### src/rtl/activity_trigger_gen.sv
// activity_trigger_gen: watches a valid/ready stream, groups completed frames
// and emits rate-limited single-cycle trigger pulses. Purely observational.
module activity_trigger_gen #(
  parameter int unsigned FRAMES_PER_PULSE = 4,
  parameter int unsigned HOLDOFF_CYCLES   = 33554432,
  parameter int unsigned FRAME_CNT_W      = $clog2(FRAMES_PER_PULSE + 1),
  parameter int unsigned HOLDOFF_W        = $clog2(HOLDOFF_CYCLES + 1)
) (
  input  logic        clk,
  input  logic        rst,
  input  logic        enable,
  input  logic        in_valid,
  input  logic        in_ready,
  input  logic        in_last,
  output logic        trigger,
  output logic        busy,
  output logic [31:0] frame_count,
  output logic [15:0] coalesced_count
);

  typedef enum logic {
    ST_IDLE    = 1'b0,
    ST_HOLDOFF = 1'b1
  } state_t;

  localparam logic [FRAME_CNT_W-1:0] GRP_LAST  = FRAME_CNT_W'(FRAMES_PER_PULSE - 1);
  localparam logic [HOLDOFF_W-1:0]   HOLD_LOAD = HOLDOFF_W'(HOLDOFF_CYCLES - 1);

  state_t                 r_state;
  logic [HOLDOFF_W-1:0]   r_hold_cnt;
  logic                   r_pending;
  logic                   r_trigger;
  logic [FRAME_CNT_W-1:0] r_grp_cnt;
  logic [31:0]            r_frame_count;
  logic [15:0]            r_coal_count;

  logic                   w_frame_done;
  logic                   w_group_done;
  state_t                 w_state_nxt;
  logic [HOLDOFF_W-1:0]   w_hold_nxt;
  logic                   w_pend_nxt;
  logic                   w_trig_nxt;
  logic                   w_coal_inc;

  assign w_frame_done = enable & in_valid & in_ready & in_last;
  assign w_group_done = w_frame_done & (r_grp_cnt == GRP_LAST);

  // Next-state logic: trigger issue, holdoff countdown, pending/coalesce bookkeeping.
  always_comb begin
    // NOTE: every output of this block gets a default first so no path leaves a latch behind.
    w_state_nxt = r_state;
    w_hold_nxt  = r_hold_cnt;
    w_pend_nxt  = r_pending;
    w_trig_nxt  = 1'b0;
    w_coal_inc  = 1'b0;
    case (r_state)
      ST_IDLE: begin
        if (w_group_done) begin
          w_trig_nxt  = 1'b1;
          w_state_nxt = ST_HOLDOFF;
          w_hold_nxt  = HOLD_LOAD;
        end
      end
      ST_HOLDOFF: begin
        if (r_hold_cnt != '0) begin
          w_hold_nxt = r_hold_cnt - HOLDOFF_W'(1);
          if (w_group_done) begin
            if (r_pending) w_coal_inc = 1'b1;
            else           w_pend_nxt = 1'b1;
          end
        end else if (r_pending || w_group_done) begin
          // Window expired with work queued: fire once and start a fresh window.
          w_trig_nxt = 1'b1;
          w_hold_nxt = HOLD_LOAD;
          w_pend_nxt = 1'b0;
          w_coal_inc = r_pending & w_group_done;
        end else begin
          w_state_nxt = ST_IDLE;
        end
      end
      default: w_state_nxt = ST_IDLE;
    endcase
  end

  // FSM state, holdoff counter, pending flag and registered trigger.
  always_ff @(posedge clk) begin
    // NOTE: reset is synchronous here, so it only takes effect on a clock edge.
    if (rst) begin
      r_state    <= ST_IDLE;
      r_hold_cnt <= '0;
      r_pending  <= 1'b0;
      r_trigger  <= 1'b0;
    end else begin
      // NOTE: sequential state uses non-blocking assignments so all registers update together.
      r_state    <= w_state_nxt;
      r_hold_cnt <= w_hold_nxt;
      r_pending  <= w_pend_nxt;
      r_trigger  <= w_trig_nxt;
    end
  end

  // Frame bookkeeping: group counter, wrapping frame total, saturating coalesce count.
  always_ff @(posedge clk) begin
    if (rst) begin
      r_grp_cnt     <= '0;
      r_frame_count <= '0;
      r_coal_count  <= '0;
    end else begin
      if (w_frame_done) begin
        r_frame_count <= r_frame_count + 32'd1;
        r_grp_cnt     <= w_group_done ? '0 : r_grp_cnt + FRAME_CNT_W'(1);
      end
      if (w_coal_inc && (r_coal_count != 16'hFFFF)) begin
        r_coal_count <= r_coal_count + 16'd1;
      end
    end
  end

  assign trigger         = r_trigger;
  assign busy            = (r_state == ST_HOLDOFF);
  assign frame_count     = r_frame_count;
  assign coalesced_count = r_coal_count;

endmodule

### config.mk
export PLATFORM = sky130hd
export DESIGN_NAME = activity_trigger_gen
export DESIGN_NICKNAME = d
export VERILOG_FILES = /design/src/rtl/activity_trigger_gen.sv
export SDC_FILE = /design/constraint.sdc
export NUM_CORES = 1
export LEC_CHECK = 0
export ABC_AREA = 1
export BUFFER_PORTS_ARGS = -buffer_cell sky130_fd_sc_hd__buf_4
export CORE_MARGIN = 5
export CORE_UTILIZATION = 43
export CTS_BUF_LIST = sky130_fd_sc_hd__clkbuf_8
export DETAILED_ROUTE_END_ITERATION = 8
export PLACE_DENSITY = 0.74
export SLEW_MARGIN = 40
export SYNTH_ARGS = -nofsm -noshare
export SYNTH_HDL_FRONTEND = slang
export SYNTH_SLANG_ARGS = --single-unit
### constraint.sdc
create_clock -name clk -period 4.89 [get_ports clk]
set_clock_uncertainty 0.15 [all_clocks]
set_input_delay 1.2225 -clock clk [delete_from_list [all_inputs] [get_ports clk]]
set_output_delay 1.2225 -clock clk [all_outputs]
set_load 0.02 [all_outputs]
==> results of run 1 <==
==> per-layer routing <==
metal | part of all wire [%] | wire length [um]
met1 | 47 | 5622
met2 | 45 | 5382
met3 | 6.1 | 730
met4 | 1.3 | 155
met5 | 0 | 0
==> cell families after synthesis <==
group | Yosys count
buf+inv | 84
flops | 80
compound gates | 109
fa+ha+maj | 5
simple gates | 426
xor+xnor | 20
==> worst min-delay path: stages, from the launching register on <==
cell     delay (ns)
dfxtp_1        0.30
inv_1          0.07
a21oi_1        0.06
==> worst max path at each step <==
stage / startpoint / endpoint / slack [ns] / depth (start not counted)
floorplan: in_ready / r_hold_cnt[25] / 2.40 / 6
global placement: in_last / coalesced_count[8] / 1.72 / 9
detailed placement: in_last / coalesced_count[8] / 1.70 / 9
CTS: in_last / coalesced_count[8] / 2.07 / 9
global route: in_last / coalesced_count[8] / 1.87 / 9
finish: in_ready / r_hold_cnt[3] / 2.10 / 8
==> area by class of cell <==
class	instances	share of cell area, %
multi-input cells	560	49.62
flip-flops and latches	80	29.62
repair buffers	57	7.915
inverters	63	4.374
well taps	140	3.240
clock inverters	7	2.939
clock buffers	9	2.291
==> power by group <==
part	internal, mW	leakage (nW)	switching (mW)
Clock	0.440	0.145	0.250
Sequential	0.652	0.644	0.00141
Combinational	0.00858	1.44	0.0212
Total	1.10	2.22	0.273
==> registers in the layout (all words and copies together), names as in the netlist <==
signal           cells
frame_count         32
r_hold_cnt          26
coalesced_count     16
r_grp_cnt            3
busy                 1
r_pending            1
trigger              1
==> placed cells by master, fill, tap and decap left out, types with 2 or more instances in the layout <==
| cell | Yosys | final |
|---|---|---|
| nor2_4 | 3 | 3 |
| inv_1 | 62 | 62 |
| nand3_1 | 57 | 57 |
| a21oi_2 | 1 | 2 |
| nor4_1 | 3 | 3 |
| bufinv_16 | 0 | 5 |
| clkbuf_8 | 0 | 9 |
| o21ai_0 | 39 | 39 |
| nor2_2 | 6 | 6 |
| inv_2 | 1 | 2 |
| nand2_1 | 197 | 197 |
| buf_4 | 1 | 57 |
| dfxtp_1 | 80 | 80 |
| and3_1 | 3 | 3 |
| xnor2_1 | 7 | 7 |
| nand4_1 | 18 | 18 |
| xor2_1 | 13 | 13 |
| ha_1 | 5 | 5 |
| nor2_1 | 103 | 103 |
| nor3_2 | 2 | 2 |
| nand3b_1 | 6 | 6 |
| nand2_2 | 4 | 4 |
| o21a_1 | 4 | 4 |
| nor3_1 | 20 | 20 |
| a21oi_1 | 61 | 60 |
==> per-stage QoR <==
step	cells	power, mW	util [%]	area (sq um)	setup WS, ns
after detailed placement	900	0.6989	47.89	5124	1.697
final	916	1.373	50.54	5406	2.097
after global routing	916	1.411	50.54	5406	1.869
after CTS	916	1.380	50.54	5406	2.071
after floorplan	724	0.6890	-	4636	2.395
after global placement	900	0.6985	47.89	5124	1.722
==> flow_metrics.tcl, run 1 <==
set metrics [dict create \
    hold_buffers 0 \
    yosys.cell_types.count 35 \
    synth-edff-count 0 \
    hold_depth 2 \
    synth_top_family_by_area "simple AND/OR/NAND/NOR gates" \
    slowest_delay_ns 0.58 \
    grt_pass1_vias 4347 \
    htreeDepth 3 \
    gr-total-overflow 0 \
    nNetsFinal 782 \
    die_y_um 113.8 \
    p_per_area_nw_per_um2 254.0 \
    hold_slack_ns 0.3182 \
    synthCells 724 \
    regToRegSetupSlack_ns 2.29 \
    met3_usage_pct 3.607 \
    syn_to_final_growth_pct 16.63 \
    syn_nets 735 \
    worstReg2RegEnd "r_hold_cnt[3]" \
    maxCapViolCount 0 \
    synth_top_area_share_pct 34.55 \
    synth.area.top_cells "dfxtp_1, nand2_1, nor2_1, a21oi_1, nand3_1" \
    clk_pin_slew_worst_paths_ns 0.08 \
    grt_max_degree 55 \
    n_antenna_cell 0 \
    seq_area_sq_um 1602 \
    worstRegToRegCells 9 \
    rows 38 \
    critPathSlowestCell "a21oi_2" \
    port-buffer-count 55 \
    dr.pass1.iters 7 \
    start_kind "input port" \
    clk_latency_ns 0.36 \
    synth-xor-area-share_pct 3.779 \
    first_iter_violations 370 \
    synthSimpleGateAreaFrac_pct 40.22 \
    via_count 4782 \
    cts_tree "done" \
    critPathArrivalTime_ns 2.87 \
    yosysMostFrequentCell "nand2_1" \
    die_x_um 113.8 \
    busiest_layer "met2" \
    holdCritStartpoint "r_grp_cnt[2]" \
    setup-violations-final 0 \
    outcome "finished clean" \
    rsz0062_at_grt "no" \
    crit_type "input port to register" \
    slew_headroom_pct 49.06 \
    drt-total-wl_mm 11.89 \
    dp_hpwl_mm 8.443 \
    crit_top_cell "buf_4" \
    final-hold-violation-count 0 \
    yosysSeqAreaShare_pct 34.55 \
    ctsRootBufferMaster "clkbuf_8" \
    multi_input_area_sq_um 2683 \
    critical_path_buf_inv_count 2 \
    viasPerCell 5.221 \
    p_leak_nw 2.225 \
    grt.total_usage_pct 18.85 \
    synth_top_area_cell "dfxtp_1" \
    syn_avg_cell_area_sq_um 6.403 \
    grt_use_met1_pct 25.19 \
    post_synth_fa_ha_maj_area_fraction_pct 1.350 \
    core_area_sq_um 10700 \
    wire_per_inst_um 12.98 \
    pin_count 56 \
    drive_above_1_share_pct 12.24 \
    holdPathEnd "r_grp_cnt[2]" \
    async_flop_share_pct 0 \
    min_period_ns 2.793 \
    cts-buffers-inserted 9 \
    synth_commonest_cells "nand2_1, nor2_1, dfxtp_1, inv_1, a21oi_1" \
    peakVddDrop_uv 155.7 \
    die_area_sq_um 12960 \
    fillCellCount 1109 \
    fin_setup_tns_ns 0 \
    crit_family "compound AO/OA/AOI/OAI gates" \
    r2r-start "r_hold_cnt[0]" \
    synth_area_sq_um 4636 \
    clk_path_buf_depth 2 \
    slew_violations 0 \
    cts_setup_buffers 0 \
    drc_errors 0 \
    antenna_found_initial 0 \
    tightest_slew_ns 0.7642 \
    use_met2_pct 30.74 \
    gp_congestion 0.9105 \
    cts.sinks 80 \
    required_ns 4.96 \
    min_path_type "register to register" \
    synth_compound_area_share_pct 12.44 \
    cts_resized 0 \
    worstPathCellList "buf_4 -> nand4_1 -> buf_4 -> nor2_1 -> a21oi_2 -> nand2_4 -> o21ai_0 -> a21oi_1" \
    yosys_warnings 0 \
    path_max_fanout 23 \
    synth.area.mux_share_pct 0 \
    ant_nets 0 \
    finalCritPeriodShare_pct 57.12 \
    crit_path_end_kind "register" \
    ys_seq_elements 80 \
    fmax_mhz 358.0 \
    ys_dominant_reg_cell "dfxtp_1" \
    grt_pass1_wl_mm 20.21 \
    start_util_pct 43.33 \
]
(Power assumes the default switching activity.)
==> run 2, diff against run 1 <==
Settings changed: ABC_AREA 1 to 0, PLACE_DENSITY 0.74 to 0.77.
Clock period 4.89 ns to 2.45 ns, I/O delays scaled along.
==> flow_metrics.tcl, run 2 <==
set metrics [dict create \
    synth_top_area_share_pct 40.58 \
    ys_dominant_reg_cell "dfxtp_1" \
    via_count 3734 \
    setup-violations-final 0 \
    async_flop_share_pct 0 \
    dr.pass1.iters 5 \
    path_max_fanout 6 \
    yosys.cell_types.count 51 \
    hold_slack_ns 0.3135 \
    die_area_sq_um 11190 \
    core_area_sq_um 9109 \
    largest_reg_flops 32 \
    r2r-start "r_hold_cnt[0]" \
    layout_common_cells "buf_4, dfxtp_1, nor2_1" \
    clk_pin_slew_worst_paths_ns 0.09 \
    synthCells 470 \
    finalCritPeriodShare_pct 92.22 \
    top_layer "met4" \
    place_inst 639 \
    peakVddDrop_uv 314.8 \
    cts_resized 0 \
    synth_area_sq_um 3946 \
    yosysMostFrequentCell "dfxtp_1" \
    hold_buffers 0 \
    drt-total-wl_mm 9.324 \
    synth.area.top_cells "dfxtp_1, xnor2_1, nor2_1, o21a_1, nor3_1" \
    fin_setup_tns_ns 0 \
    final_core_util_pct 52.93 \
    crit_path_end_kind "register" \
    worstRegToRegCells 7 \
    synth_top_area_cell "dfxtp_1" \
    slew_violations 0 \
    timing.critical_path.to "r_hold_cnt[6]" \
    p_per_area_nw_per_um2 482.8 \
    port-buffer-count 55 \
    gr-total-overflow 0 \
    min_path_type "register to register" \
    min_period_ns 2.259 \
    wire_per_inst_um 14.24 \
    pin_count 56 \
    p_total_mw 2.327 \
    start_util_pct 43.32 \
    gp_congestion 0.8404 \
    synth-edff-count 0 \
    grt_pass1_wl_mm 15.97 \
    dr_wl_met3_um 379 \
    syn_to_final_growth_pct 22.16 \
    cts_setup_buffers 0 \
    cts-buffers-inserted 9 \
    required_ns 2.58 \
    ctsRootBufferMaster "clkbuf_8" \
    viasPerCell 5.701 \
    first_iter_violations 161 \
    antenna_found_initial 0 \
    cts_tree "done" \
    switchingPower_mw 0.5399 \
    critPathArrivalTime_ns 2.39 \
    layout_commonest_cell "buf_4" \
    finalNonFillerCells 655 \
    syn_nets 481 \
    pwr-share-seq_pct 55.9 \
    start_kind "register" \
    clk_path_buf_depth 2 \
    p_leak_nw 1.760 \
    hold_depth 2 \
    grt.total_usage_pct 16.91 \
    nNetsFinal 550 \
    htreeDepth 3 \
    drc_errors 0 \
    grt_pass1_vias 3506 \
    clk_latency_ns 0.36 \
    rsz0062_at_grt "no" \
    maxCapViolCount 0 \
    synth_commonest_cells "dfxtp_1, nor2_1, xnor2_1, nor3_1, nand2_1" \
    grt_max_degree 57 \
    final-hold-violation-count 0 \
    yosysSeqAreaShare_pct 40.58 \
    slew_headroom_pct 61.30 \
    drive_above_1_share_pct 20.04 \
    yosys_warnings 0 \
    crit_start "r_hold_cnt[0]" \
    ant_nets 0 \
    switching_share_pct 23.20 \
    cts.sinks 80 \
    wl_met2_mm 4.559 \
    p_int_mw 1.787 \
    die_x_um 105.8 \
    dp_hpwl_mm 6.674 \
    holdCritStartpoint "r_grp_cnt[1]" \
    worstReg2RegEnd "r_hold_cnt[6]" \
    crit_type "register to register" \
    tightest_slew_ns 0.5805 \
    ys_seq_elements 80 \
    fmax_mhz 442.6 \
    rows 35 \
    comb_power_share_pct 2.1 \
    outcome "finished clean" \
    power.share.clock_pct 42.0 \
    die_y_um 105.8 \
    drt-met1-wl_mm 4.207 \
    n_antenna_cell 0 \
    regToRegSetupSlack_ns 0.19 \
    syn_avg_cell_area_sq_um 8.396 \
]
[run 2: cell count changes after synthesis, sizes merged, moves of 26 or more]
| cell | change |
|---|---|
| inv | -49 |
| nand3 | -37 |
| nand2 | -177 |
| xnor2 | +26 |
| a21oi | -38 |
| nor2 | -54 |
| o21ai | -26 |
[run 2: area by class of cell]
| cell class | count | area, sq um |
|---|---|---|
| clock buffers | 9 | 123.9 |
| clock inverters | 7 | 70.07 |
| fillers | 849 | 4288 |
| inverters | 14 | 52.55 |
| multi-input cells | 350 | 2191 |
| flip-flops and latches | 80 | 1602 |
| well taps | 111 | 138.9 |
| repair buffers | 84 | 643.1 |
[run 2: worst min-delay path by stage]
stage	end	slack, ns
floorplan	r_grp_cnt[1]	0.29
global placement	r_grp_cnt[1]	0.29
detailed placement	r_grp_cnt[1]	0.31
CTS	r_grp_cnt[1]	0.32
global route	r_grp_cnt[1]	0.34
finish	r_grp_cnt[1]	0.31
[run 2: logic make-up (layout without fill, tap and decap cells)]
family                   Yosys count  in the layout  synth area share (%)
flip-flops                        80             80                 40.58
multiplexers                       3              3                0.7926
AO/OA/AOI/OAI                    102            102                 17.34
XOR/XNOR                          36             36                 7.990
AND/OR/NAND/NOR                  204            204                 27.65
adder cells (fa/ha/maj)            5              5                 1.585
buffers and inverters             40            114                 4.058
[run 2: stage by stage]
stage	worst slack (ns)	cell area, sq um
after floorplan	0.1397	3946
after global placement	-0.01691	4621
after detailed placement	-0.04834	4621
after CTS	0.1907	4815
after global routing	0.04658	4821
final	0.1907	4821
[run 2: power groups by stage]
stage	logic (mW)	registers, mW	clock network (mW)
detailed placement	0.0488	1.33	0
global route	0.0538	1.30	1.05
floorplan	0.0300	1.33	0
finish	0.0486	1.30	0.978
CTS	0.0489	1.30	0.999
global placement	0.0469	1.33	0
[run 2: worst max-delay path, cell delays in order, from the launching register on]
cell	delay, ns
dfxtp_1	0.41
inv_1	0.06
ha_1	0.24
nor3b_1	0.16
and3_1	0.24
a31o_2	0.31
or4_1	0.50
o211ai_1	0.11
[run 2: per-layer routing]
layer  vias up  global-route usage (%)
li1       1851                       -
met1      1788                   20.54
met2        80                   29.64
met3        15                   2.817
met4         0                   6.753
met5         -                       0
==> run 3, diff against run 2 <==
Settings changed: CORE_UTILIZATION 43 to 54, PLACE_DENSITY 0.77 to 0.91, TNS_END_PERCENT from default to 50.
==> flow_metrics.tcl, run 3 (synthesis gave the netlist of run 2 again) <==
set metrics [dict create \
    cts-buffers-inserted 9 \
    p_int_mw 1.797 \
    largest_reg_flops 32 \
    outcome "finished clean" \
    dp_hpwl_mm 6.704 \
    cts_setup_buffers 0 \
    grt_pass1_vias 3562 \
    viasPerCell 5.892 \
    via_count 3765 \
    cts_resized 0 \
    grt_use_met1_pct 25.79 \
    antenna_found_initial 0 \
    clk_pin_slew_worst_paths_ns 0.09 \
    met3_usage_pct 4.262 \
    start_util_pct 55.00 \
    slew_violations 0 \
    n_antenna_cell 0 \
    maxCapViolCount 0 \
    dr.pass1.iters 5 \
    slowest_delay_ns 0.53 \
    p_leak_nw 1.735 \
    p_total_mw 2.352 \
    pwr-share-seq_pct 55.3 \
    rsz0062_at_grt "no" \
    crit_family "simple AND/OR/NAND/NOR gates" \
    layout_common_cells "dfxtp_1, buf_4, nor2_1" \
    core_area_sq_um 7176 \
    hold_buffers 0 \
    tightest_slew_ns 0.5906 \
    comb_power_share_pct 2.0 \
    grt_max_degree 50 \
    cts_tree "done" \
    drt-total-wl_mm 9.620 \
    min_path_type "register to register" \
    clk_latency_ns 0.36 \
    rows 31 \
    drc_errors 0 \
    drive_above_1_share_pct 19.44 \
    critPathSlowestCell "or4_1" \
    critical_path_buf_inv_count 1 \
    switchingPower_mw 0.5545 \
    gr-total-overflow 0 \
    fmax_mhz 435.8 \
    path_max_fanout 9 \
    critPathArrivalTime_ns 2.41 \
    setup-violations-final 0 \
    required_ns 2.57 \
    first_iter_violations 250 \
    ant_nets 0 \
    crit_type "register to register" \
    power.share.clock_pct 42.6 \
    crit_path_end_kind "register" \
    worstPathCellList "inv_1 -> ha_1 -> nor3b_1 -> and3_1 -> a31o_2 -> or4_1 -> o211ai_1" \
    die_x_um 95.49 \
    start_kind "register" \
    cts.sinks 80 \
    final-hold-violation-count 0 \
    grt_pass1_wl_mm 15.95 \
    busiest_layer "met2" \
    use_met2_pct 38.43 \
    peakVddDrop_uv 295.4 \
    syn_to_final_growth_pct 21.15 \
    design_area_sq_um 4781 \
    finalCritPeriodShare_pct 93.67 \
    grt.total_usage_pct 21.82 \
    fin_setup_tns_ns 0 \
    ctsRootBufferMaster "clkbuf_8" \
    die_y_um 95.49 \
    finalNonFillerCells 639 \
    gp_congestion 0.8779 \
    pin_count 56 \
    min_period_ns 2.295 \
    die_area_sq_um 9117 \
    place_inst 623 \
    switching_share_pct 23.58 \
    htreeDepth 3 \
    slew_headroom_pct 59.61 \
    wire_per_inst_um 15.05 \
    nNetsFinal 546 \
    clk_path_buf_depth 2 \
    postPlaceCellArea_sq_um 4576 \
    port-buffer-count 55 \
    p_per_area_nw_per_um2 492.0 \
]
## run 3: final cells by class
cell class,instances,area [sq um]
inverter,14,52.55
clock inverter,7,80.08
sequential,80,1603
timing repair buffer,80,613.1
tap,99,123.9
fill,519,2395
multi-input combinational,350,2185
clock buffer,9,123.9
## run 3: per-layer routing
metal / part of all wire [%] / up-vias
met5: 0 / -
met4: 1.3 / 0
met3: 5.2 / 16
met2: 51 / 117
met1: 43 / 1796
li1: - / 1836
## run 3: through the flow
| step | hold slack [ns] | worst slack (ns) | util [%] |
|---|---|---|---|
| finish | 0.3487 | 0.1552 | 66.63 |
| floorplan | 0.2856 | 0.1397 | - |
| global placement | 0.2919 | 0.07670 | 63.77 |
| CTS | 0.3413 | 0.1136 | 66.61 |
| detailed placement | 0.3217 | 0.003119 | 63.77 |
| global route | 0.3695 | 0.03192 | 66.63 |
## run 3: power by group through the flow
stage | clock (mW) | sequential (mW) | combinational [mW]
finish | 1.00 | 1.30 | 0.0480
global route | 1.06 | 1.30 | 0.0529
CTS | 1.01 | 1.30 | 0.0478
detailed placement | 0 | 1.33 | 0.0472
global placement | 0 | 1.33 | 0.0455
floorplan | 0 | 1.33 | 0.0300
## run 3: worst paths after layout
| check | startpoint | endpoint | slack (ns) | cells past startpoint |
|---|---|---|---|---|
| worst max-delay path | r_hold_cnt[1] | r_hold_cnt[6] | 0.16 | 7 |
| worst min-delay path | r_grp_cnt[1] | r_grp_cnt[1] | 0.35 | 2 |
| worst max register to register | r_hold_cnt[1] | r_hold_cnt[6] | 0.16 | 7 |
| worst min register to register | r_grp_cnt[1] | r_grp_cnt[1] | 0.35 | 2 |
## run 3: tightest hold or removal path, stage by stage, from the launching register on
cell and delay (ns):
dfxtp_1 0.33, nand2_1 0.07, a21oi_1 0.06
